===== src/rtl/rf_writeback_if.sv =====
// Writeback bus: ALU and load result offers, regfile write port, decode forwarding lookup.
interface rf_writeback_if #(
    parameter int REG_W  = 5,
    parameter int WORD_W = 32
);
    logic              alu_valid;
    logic [REG_W-1:0]  alu_rd;
    logic [WORD_W-1:0] alu_data;
    logic              alu_ready;
    logic              mem_valid;
    logic [REG_W-1:0]  mem_rd;
    logic [WORD_W-1:0] mem_data;
    logic              mem_ready;
    logic              regWrite;
    logic [REG_W-1:0]  waddr;
    logic [WORD_W-1:0] wdata;
    logic [REG_W-1:0]  fwd_addr;
    logic              fwd_hit;
    logic [WORD_W-1:0] fwd_data;

    modport slave (
        input  alu_valid, alu_rd, alu_data, mem_valid, mem_rd, mem_data, fwd_addr,
        output alu_ready, mem_ready, regWrite, waddr, wdata, fwd_hit, fwd_data
    );
    modport master (
        output alu_valid, alu_rd, alu_data, mem_valid, mem_rd, mem_data, fwd_addr,
        input  alu_ready, mem_ready, regWrite, waddr, wdata, fwd_hit, fwd_data
    );
endinterface


===== src/rtl/rf_writeback.sv =====
// Pending-write queue between ALU/load results and the regfile write port.
// Pops one entry per cycle, accepts up to two per cycle (load older), forwards the youngest match.
module rf_writeback #(
    parameter int DEPTH  = 4,
    parameter int REG_W  = 5,
    parameter int WORD_W = 32
) (
    input  logic          clk,
    input  logic          rst_n,
    rf_writeback_if.slave bus
);
    localparam int PW = $clog2(DEPTH);
    localparam int CW = $clog2(DEPTH + 1);

    logic [REG_W-1:0]  r_rd   [DEPTH];
    logic [WORD_W-1:0] r_data [DEPTH];
    logic [PW-1:0]     r_rp, r_wp;
    logic [CW-1:0]     r_cnt;

    logic              w_pop, w_need_mem, w_need_alu, w_acc_mem, w_acc_alu;
    logic [CW:0]       w_free;
    logic [PW-1:0]     w_wp_alu;
    logic              w_hit;
    logic [WORD_W-1:0] w_fdata;

    // The head leaves this edge, so its slot is usable by an incoming entry.
    assign w_pop      = (r_cnt != '0);
    assign w_free     = (CW+1)'(DEPTH) - {1'b0, r_cnt} + (CW+1)'(w_pop);
    assign w_need_mem = bus.mem_valid && (bus.mem_rd != '0);
    assign w_need_alu = bus.alu_valid && (bus.alu_rd != '0);

    assign bus.mem_ready = rst_n && (w_free >= (CW+1)'(1));
    assign bus.alu_ready = rst_n && (w_free >= ((CW+1)'(1) + (CW+1)'(w_need_mem)));

    assign w_acc_mem = w_need_mem && bus.mem_ready;
    assign w_acc_alu = w_need_alu && bus.alu_ready;
    assign w_wp_alu  = r_wp + PW'(w_acc_mem);

    always_ff @(posedge clk) begin
        if (!rst_n) begin
            r_rp  <= '0;
            r_wp  <= '0;
            r_cnt <= '0;
        end else begin
            r_rp  <= r_rp + PW'(w_pop);
            r_wp  <= r_wp + PW'(w_acc_mem) + PW'(w_acc_alu);
            r_cnt <= r_cnt + CW'(w_acc_mem) + CW'(w_acc_alu) - CW'(w_pop);
        end
    end

    // Storage needs no reset; accept strobes are already gated by rst_n.
    always_ff @(posedge clk) begin
        if (w_acc_mem) begin
            r_rd[r_wp]   <= bus.mem_rd;
            r_data[r_wp] <= bus.mem_data;
        end
        if (w_acc_alu) begin
            r_rd[w_wp_alu]   <= bus.alu_rd;
            r_data[w_wp_alu] <= bus.alu_data;
        end
    end

    // Walk oldest to youngest so the last match wins.
    always_comb begin
        w_hit   = 1'b0;
        w_fdata = '0;
        for (int i = 0; i < DEPTH; i++) begin
            if ((CW'(i) < r_cnt) && (r_rd[r_rp + PW'(i)] == bus.fwd_addr)) begin
                w_hit   = 1'b1;
                w_fdata = r_data[r_rp + PW'(i)];
            end
        end
    end

    assign bus.fwd_hit  = rst_n && w_hit && (bus.fwd_addr != '0);
    assign bus.fwd_data = bus.fwd_hit ? w_fdata : '0;
    assign bus.regWrite = rst_n && w_pop;
    assign bus.waddr    = bus.regWrite ? r_rd[r_rp] : '0;
    assign bus.wdata    = bus.regWrite ? r_data[r_rp] : '0;
endmodule

===== src/flat_wrapper.sv =====
// flat-port wrapper written by rule: the top's interface ports become plain ports
module rf_writeback_flat 
#(
    parameter int DEPTH  = 4,
    parameter int REG_W  = 5,
    parameter int WORD_W = 32
)
  (clk, rst_n, bus_alu_valid, bus_alu_rd, bus_alu_data, bus_mem_valid, bus_mem_rd, bus_mem_data, bus_fwd_addr, bus_alu_ready, bus_mem_ready, bus_regWrite, bus_waddr, bus_wdata, bus_fwd_hit, bus_fwd_data);
  rf_writeback_if #(.REG_W(REG_W), .WORD_W(WORD_W)) bus_i ();
  input  logic clk;
  input  logic rst_n;
  input wire logic [$bits(bus_i.alu_valid)-1:0] bus_alu_valid;
  input wire logic [$bits(bus_i.alu_rd)-1:0] bus_alu_rd;
  input wire logic [$bits(bus_i.alu_data)-1:0] bus_alu_data;
  input wire logic [$bits(bus_i.mem_valid)-1:0] bus_mem_valid;
  input wire logic [$bits(bus_i.mem_rd)-1:0] bus_mem_rd;
  input wire logic [$bits(bus_i.mem_data)-1:0] bus_mem_data;
  input wire logic [$bits(bus_i.fwd_addr)-1:0] bus_fwd_addr;
  output wire logic [$bits(bus_i.alu_ready)-1:0] bus_alu_ready;
  output wire logic [$bits(bus_i.mem_ready)-1:0] bus_mem_ready;
  output wire logic [$bits(bus_i.regWrite)-1:0] bus_regWrite;
  output wire logic [$bits(bus_i.waddr)-1:0] bus_waddr;
  output wire logic [$bits(bus_i.wdata)-1:0] bus_wdata;
  output wire logic [$bits(bus_i.fwd_hit)-1:0] bus_fwd_hit;
  output wire logic [$bits(bus_i.fwd_data)-1:0] bus_fwd_data;
  assign bus_i.alu_valid = bus_alu_valid;
  assign bus_i.alu_rd = bus_alu_rd;
  assign bus_i.alu_data = bus_alu_data;
  assign bus_i.mem_valid = bus_mem_valid;
  assign bus_i.mem_rd = bus_mem_rd;
  assign bus_i.mem_data = bus_mem_data;
  assign bus_i.fwd_addr = bus_fwd_addr;
  assign bus_alu_ready = bus_i.alu_ready;
  assign bus_mem_ready = bus_i.mem_ready;
  assign bus_regWrite = bus_i.regWrite;
  assign bus_waddr = bus_i.waddr;
  assign bus_wdata = bus_i.wdata;
  assign bus_fwd_hit = bus_i.fwd_hit;
  assign bus_fwd_data = bus_i.fwd_data;
  rf_writeback #(.DEPTH(DEPTH), .REG_W(REG_W), .WORD_W(WORD_W)) u_core (.clk(clk), .rst_n(rst_n), .bus(bus_i));
endmodule

===== config.mk =====
export PLATFORM = sky130hd
export DESIGN_NAME = rf_writeback_flat
export DESIGN_NICKNAME = d
export VERILOG_FILES = /design/src/rtl/rf_writeback_if.sv /design/src/rtl/rf_writeback.sv /design/src/flat_wrapper.sv
export SDC_FILE = /design/constraint.sdc
export NUM_CORES = 1
export LEC_CHECK = 0
export CORE_MARGIN = 2
export CORE_UTILIZATION = 40
export CTS_CLUSTER_DIAMETER = 200
export DETAILED_ROUTE_END_ITERATION = 6
export GPL_ROUTABILITY_DRIVEN = 0
export SETUP_SLACK_MARGIN = 0.02
export SYNTH_ARGS = -nofsm -noshare
export SYNTH_HDL_FRONTEND = slang
export SYNTH_SLANG_ARGS = --single-unit

===== constraint.sdc =====
create_clock -name clk -period 7.81 [get_ports clk]
set_input_delay 1.9525 -clock clk [delete_from_list [all_inputs] [get_ports clk]]
set_output_delay 1.9525 -clock clk [all_outputs]
set_load 0.01 [all_outputs]

# Word level (Yosys, flattened, before mapping)

Memories as Yosys holds them, arrays and structs flattened. A register that Yosys moved wholly into a read port is not among the register bits.
Cells that the tools add are included.

Memories: 2
Bits in read-only memories: 0
Bits in writable memories: 148
Logic and storage cells: 61
Bits in latches: 0
Input bits: 83
Register bits: 7
Output and inout port bits: 73

Shifts and indexed selects: 0
Eq/ne operators: 4
Mux-type cells: 17
Reductions and logical operators: 17
Add/subtract/negate cells: 12
Multiply operators: 0
Magnitude comparators: 6
Divide/modulo/power cells: 0
Bitwise gates (word level): 0

Memory list:

| memory        | depth | bits a word | rd ports | clocked after memory_dff | wr ports | line               | source |
|---|---|---|---|---|---|---|---|
| u_core.r_data | 4     | 32          | 4        | 1                        | 2        | rf_writeback.sv:16 | `logic [WORD_W-1:0] r_data [DEPTH];` |
| u_core.r_rd   | 4     | 5           | 4        | 1                        | 2        | rf_writeback.sv:15 | `logic [REG_W-1:0] r_rd [DEPTH];` |

Operators by type and width:

| kind                                                       | count |
|---|---|
| 2-to-1 mux 32 bit                                          | 6 |
| == test 5 bit                                              | 4 |
| nonzero test 5 bit                                         | 3 |
| logical AND 1 bit                                          | 13 |
| 2-to-1 mux 1 bit                                           | 8 |
| adder 2 x 1 -> 2 bit                                       | 3 |
| adder 3 x 1 -> 3 bit                                       | 2 |
| less-than comparator 1 x 3 -> 1 bit (first input constant) | 2 |
| less-than comparator 2 x 3 -> 1 bit (first input constant) | 2 |
| 2-to-1 mux 5 bit                                           | 1 |
| adder 2 bit (second input constant)                        | 2 |
| adder 4 x 1 -> 4 bit                                       | 1 |
| >= comparator 4 x 1 -> 1 bit (second input constant)       | 1 |
| >= comparator 4 bit                                        | 1 |
| 2-to-1 mux 2 bit                                           | 2 |
| subtractor 3 x 3 -> 4 bit (first input constant)           | 1 |
| nonzero test 3 bit                                         | 1 |
| subtractor 3 x 1 -> 3 bit                                  | 1 |
| adder 1 x 1 -> 2 bit (first input constant)                | 1 |
| adder 2 x 1 -> 2 bit (second input constant)               | 1 |

# Depth between registers and ports, before layout

An unclocked memory read counts as a cell.

Depth after elaboration: 10
Gate-level depth with buffers: 17
Gate-level depth less buffers: 16

# Least setup slack after synthesis

Ideal clock, no wire load.

Kind: input to register
From: input bus_mem_rd[4]
To: memory u_core.r_data[1][0] (enable)
Buffers on the path: 2
Slack: 1.663 ns
Stages on the path: 11
Library setup time: 0.718 ns
Data arrival time: 5.429 ns
Data required time: 7.092 ns
Cells stage by stage: or4_1 o21ai_0 ha_1 inv_1 a21boi_0 o31a_1 o311a_1 nand3_1 buf_2 buf_1 o21ai_0

RTL lines:

| element            | line               | source |
|---|---|---|
| start: declaration | flat_wrapper.sv:16 | `input wire logic [$bits(bus_i.mem_rd)-1:0] bus_mem_rd;` |
| end: declaration   | rf_writeback.sv:16 |  |

# Worst setup path after layout

From: input bus_fwd_addr[2]
To: output bus_fwd_data[4]

Longest elaborated chain between the ends: 9
Elaborated cells on any way between the ends: 20
Classes of those cells: eq/ne (4); mux (9); reduce/logical (7)

Ends and longest elaborated chain:

| element                         | line               | source |
|---|---|---|
| start: declaration              | flat_wrapper.sv:18 | `input wire logic [$bits(bus_i.fwd_addr)-1:0] bus_fwd_addr;` |
| == test 5 bit                   | rf_writeback.sv:68 | `if ((CW'(i) < r_cnt) && (r_rd[r_rp + PW'(i)] == bus.fwd_addr)) begin` |
| logical AND 1 bit               | rf_writeback.sv:68 |  |
| 2-to-1 mux 1 bit (4 in series)  | rf_writeback.sv:68 |  |
| logical AND 1 bit (2 in series) | rf_writeback.sv:75 | `assign bus.fwd_hit = rst_n && w_hit && (bus.fwd_addr != '0);` |
| 2-to-1 mux 32 bit *             | rf_writeback.sv:76 | `assign bus.fwd_data = bus.fwd_hit ? w_fdata : '0;` |
| end: declaration                | flat_wrapper.sv:25 | `output wire logic [$bits(bus_i.fwd_data)-1:0] bus_fwd_data;` |

Mark *: on every way between the ends. The rest lies on a longest branch, timed or not.

==> flow_metrics.env <==
export IMPL_status="finished clean"
export IMPL_route_antenna_remaining_nets=0
export IMPL_totalPowerFinal_w=0.00465
export IMPL_synth_edf_count=148
export IMPL_ys_ff_latch=155
export IMPL_yosys_most_used_dff="edfxtp_1"
export IMPL_hp_class="reg -> reg"
export IMPL_grtUsageTotal_pct=24.0
export IMPL_met2_length_mm=18.8
export IMPL_path_clk_slew_ps=70
export IMPL_synth_area_um2=12300
export IMPL_die_area_um2=32100
export IMPL_root_buffer="clkbuf_16"
export IMPL_viasPerCell=6.59
export IMPL_drt_iter0_markers=1144
export IMPL_cts_max_level=4
export IMPL_drive_gt1_share_pct=24.3
export IMPL_synth_async_reset_ratio_pct=0
export IMPL_yosys_warnings=0
export IMPL_setup_viol=0
export IMPL_crit_buf_inv=4
export IMPL_worstReg2RegStart="u_core.r_cnt[0]"
export IMPL_coreArea_um2=30400
export IMPL_m1WireLength_mm=16.4
export IMPL_synth_nets=1211
export IMPL_period_needed_ps=7350
export IMPL_start_util_pct=40.4
export IMPL_seq_area_frac_synth_pct=37.3
export IMPL_routed_wl_met3_mm=3.01
export IMPL_overflow=0
export IMPL_holdBufCountCts=0
export IMPL_fp_row_count=64
export IMPL_powerDensity_nw_per_um2=316
export IMPL_post_cts_setup_buffer_count=0
export IMPL_final_hold_viol_count=0
export IMPL_synth_cell_types=51
export IMPL_grt_max_degree=82
export IMPL_die_h_um=179
export IMPL_ir_worst_vdd_mv=0.194
export IMPL_nets=1285
export IMPL_die_w_um=179
export IMPL_clk_path_buf_depth=2
export IMPL_critPathTopFamily="buffers and inverters"
export IMPL_tightest_slew_ps=1050
export IMPL_critPathCaptureType="output port"
export IMPL_final_common_cell="mux2_2"
export IMPL_antenna_found_initial=4
export IMPL_routed_top_layer="met5"
export IMPL_drc=0
export IMPL_crit_start="bus_fwd_addr[2]"
export IMPL_drt_wl_total_mm=39.0
export IMPL_clk_latency_ps=430
export IMPL_syn_inst=1115
export IMPL_dr_pass1_iters=5
export IMPL_hp_start="u_core.r_cnt[1]"
export IMPL_maxSlewViolCount=0
export IMPL_slowest_stage="clkdlybuf4s50_1"
export IMPL_grt_pass1_wl_mm=59.2
export IMPL_clock_sinks=155
export IMPL_fill_cells=2807
export IMPL_critPathKind="in -> out"
export IMPL_placement_io_buffers=155
export IMPL_whs_ps=807
export IMPL_avgSynthCellArea_um2=11.0
export IMPL_final_cell_mix="mux2_2, clkdlybuf4s50_1, edfxtp_1"
export IMPL_max_stage_delay_ps=660
export IMPL_relSlewSlack_pct=29.8
export IMPL_cts_buffers=17
export IMPL_power_leakage_nw=4.34
export IMPL_maxCapViolCount=0
export IMPL_skew_ps=12.5
export IMPL_cp_arrival_ps=5400
export IMPL_path_cells="clkdlybuf4s50_1, xor2_1, nor4_4, buf_4, a221o_1, buf_4, a311oi_1, nor4_1, clkdlybuf4s50_1"
export IMPL_required_ps=5860
export IMPL_start_kind="input pin"
export IMPL_grt_setup_unrepaired="false"
export IMPL_dp_hpwl_mm=24.1
export IMPL_vias=10500
export IMPL_wl_per_cell_um=24.4
export IMPL_timing_fmax_mhz=136
export IMPL_finish_utilization_pct=48.3
export IMPL_cts_tree="done"
export IMPL_grt_pass1_vias=10200
export IMPL_period_share_pct=94.1
export IMPL_io_pin_count=156
export IMPL_postCtsResizedCells=0
export IMPL_area_growth_pct=19.7
export IMPL_cp_max_fo=23
export IMPL_fin_tns_setup_ps=0
[per-stage QoR]
| stage | instances | worst slack [ps] | cell area (um2) |
|---|---|---|---|
| 4_1_cts | 1598 | 515 | 14700 |
| 2_1_floorplan | 1115 | 1660 | 12300 |
| 6_report | 1600 | 461 | 14700 |
| 3_5_place_dp | 1566 | 544 | 14100 |
| 5_1_grt | 1598 | 282 | 14700 |
| 3_3_place_gp | 1566 | 567 | 14100 |
[synthesized netlist by cell type, types with 20 or more instances]
cell       count  area, um2
a311oi_1      33        289
a211oi_1      63        473
edfxtp_1     148       4440
a31oi_1       32        200
mux2i_1       96        961
nor3_1        95        475
nor2_1        33        124
a32oi_1       32        280
clkbuf_1      75        282
o2111ai_1     64        561
mux4_2        20        450
nor4_1        32        200
mux2_2       180       2030
or3_1         34        213
buf_2         40        200
[cell families (layout without fill, tap and decap cells)]
| kind of cell | Yosys count | in the layout | synth area share [%] |
|---|---|---|---|
| mux | 296 | 296 | 28.0 |
| buf+inv | 155 | 242 | 5.63 |
| simple gates | 232 | 232 | 10.2 |
| compound gates | 239 | 239 | 15.6 |
| fa+ha+maj | 13 | 13 | 1.45 |
| flops | 155 | 155 | 37.3 |
| other cells | 0 | 2 | 0 |
| xor+xnor | 25 | 25 | 1.78 |
[metal layers]
metal | global-route usage, % | vias to the layer above
li1 | - | 4739
met1 | 31.7 | 5178
met2 | 39.8 | 547
met3 | 4.56 | 73
met4 | 7.56 | 2
met5 | 0 | -
[tightest hold or removal path, cell delays in order (launching register included)]
cell     delay, ps
dfxtp_1        330
inv_1          170
fa_1           180
and2_1         110
[worst paths after layout]
path | slack, ps | cells past startpoint | to
setup / recovery | 460 | 9 | bus_fwd_data[4]
hold / removal | 810 | 3 | u_core.r_cnt[1]
hold reg to reg | 810 | 3 | u_core.r_cnt[1]
setup reg to reg | 3490 | 14 | u_core.r_data[0][12]
[state kept, by name, summed over array words and instances, names as in the netlist]
name	count
u_core.r_rp	2
u_core.r_rd	20
u_core.r_wp	2
u_core.r_cnt	3
u_core.r_data	128
[power by group]
part           internal, W  total (W)  switching, W
Sequential         0.00111    0.00128      0.000172
Clock             0.000479   0.000857      0.000378
Combinational     0.000994    0.00251       0.00152
[area by class of cell]
cell class,count,area (um2),share of cell area [%]
flip-flops and latches,155,4590,31.2
repair buffers,196,1860,12.7
well taps,396,495,3.37
inverters,14,52.6,0.358
multi-input cells,805,7110,48.3
clock inverters,14,159,1.08
diodes,2,5.00,0.0341
clock buffers,18,429,2.92
Power figures use the tool's default switching activity.
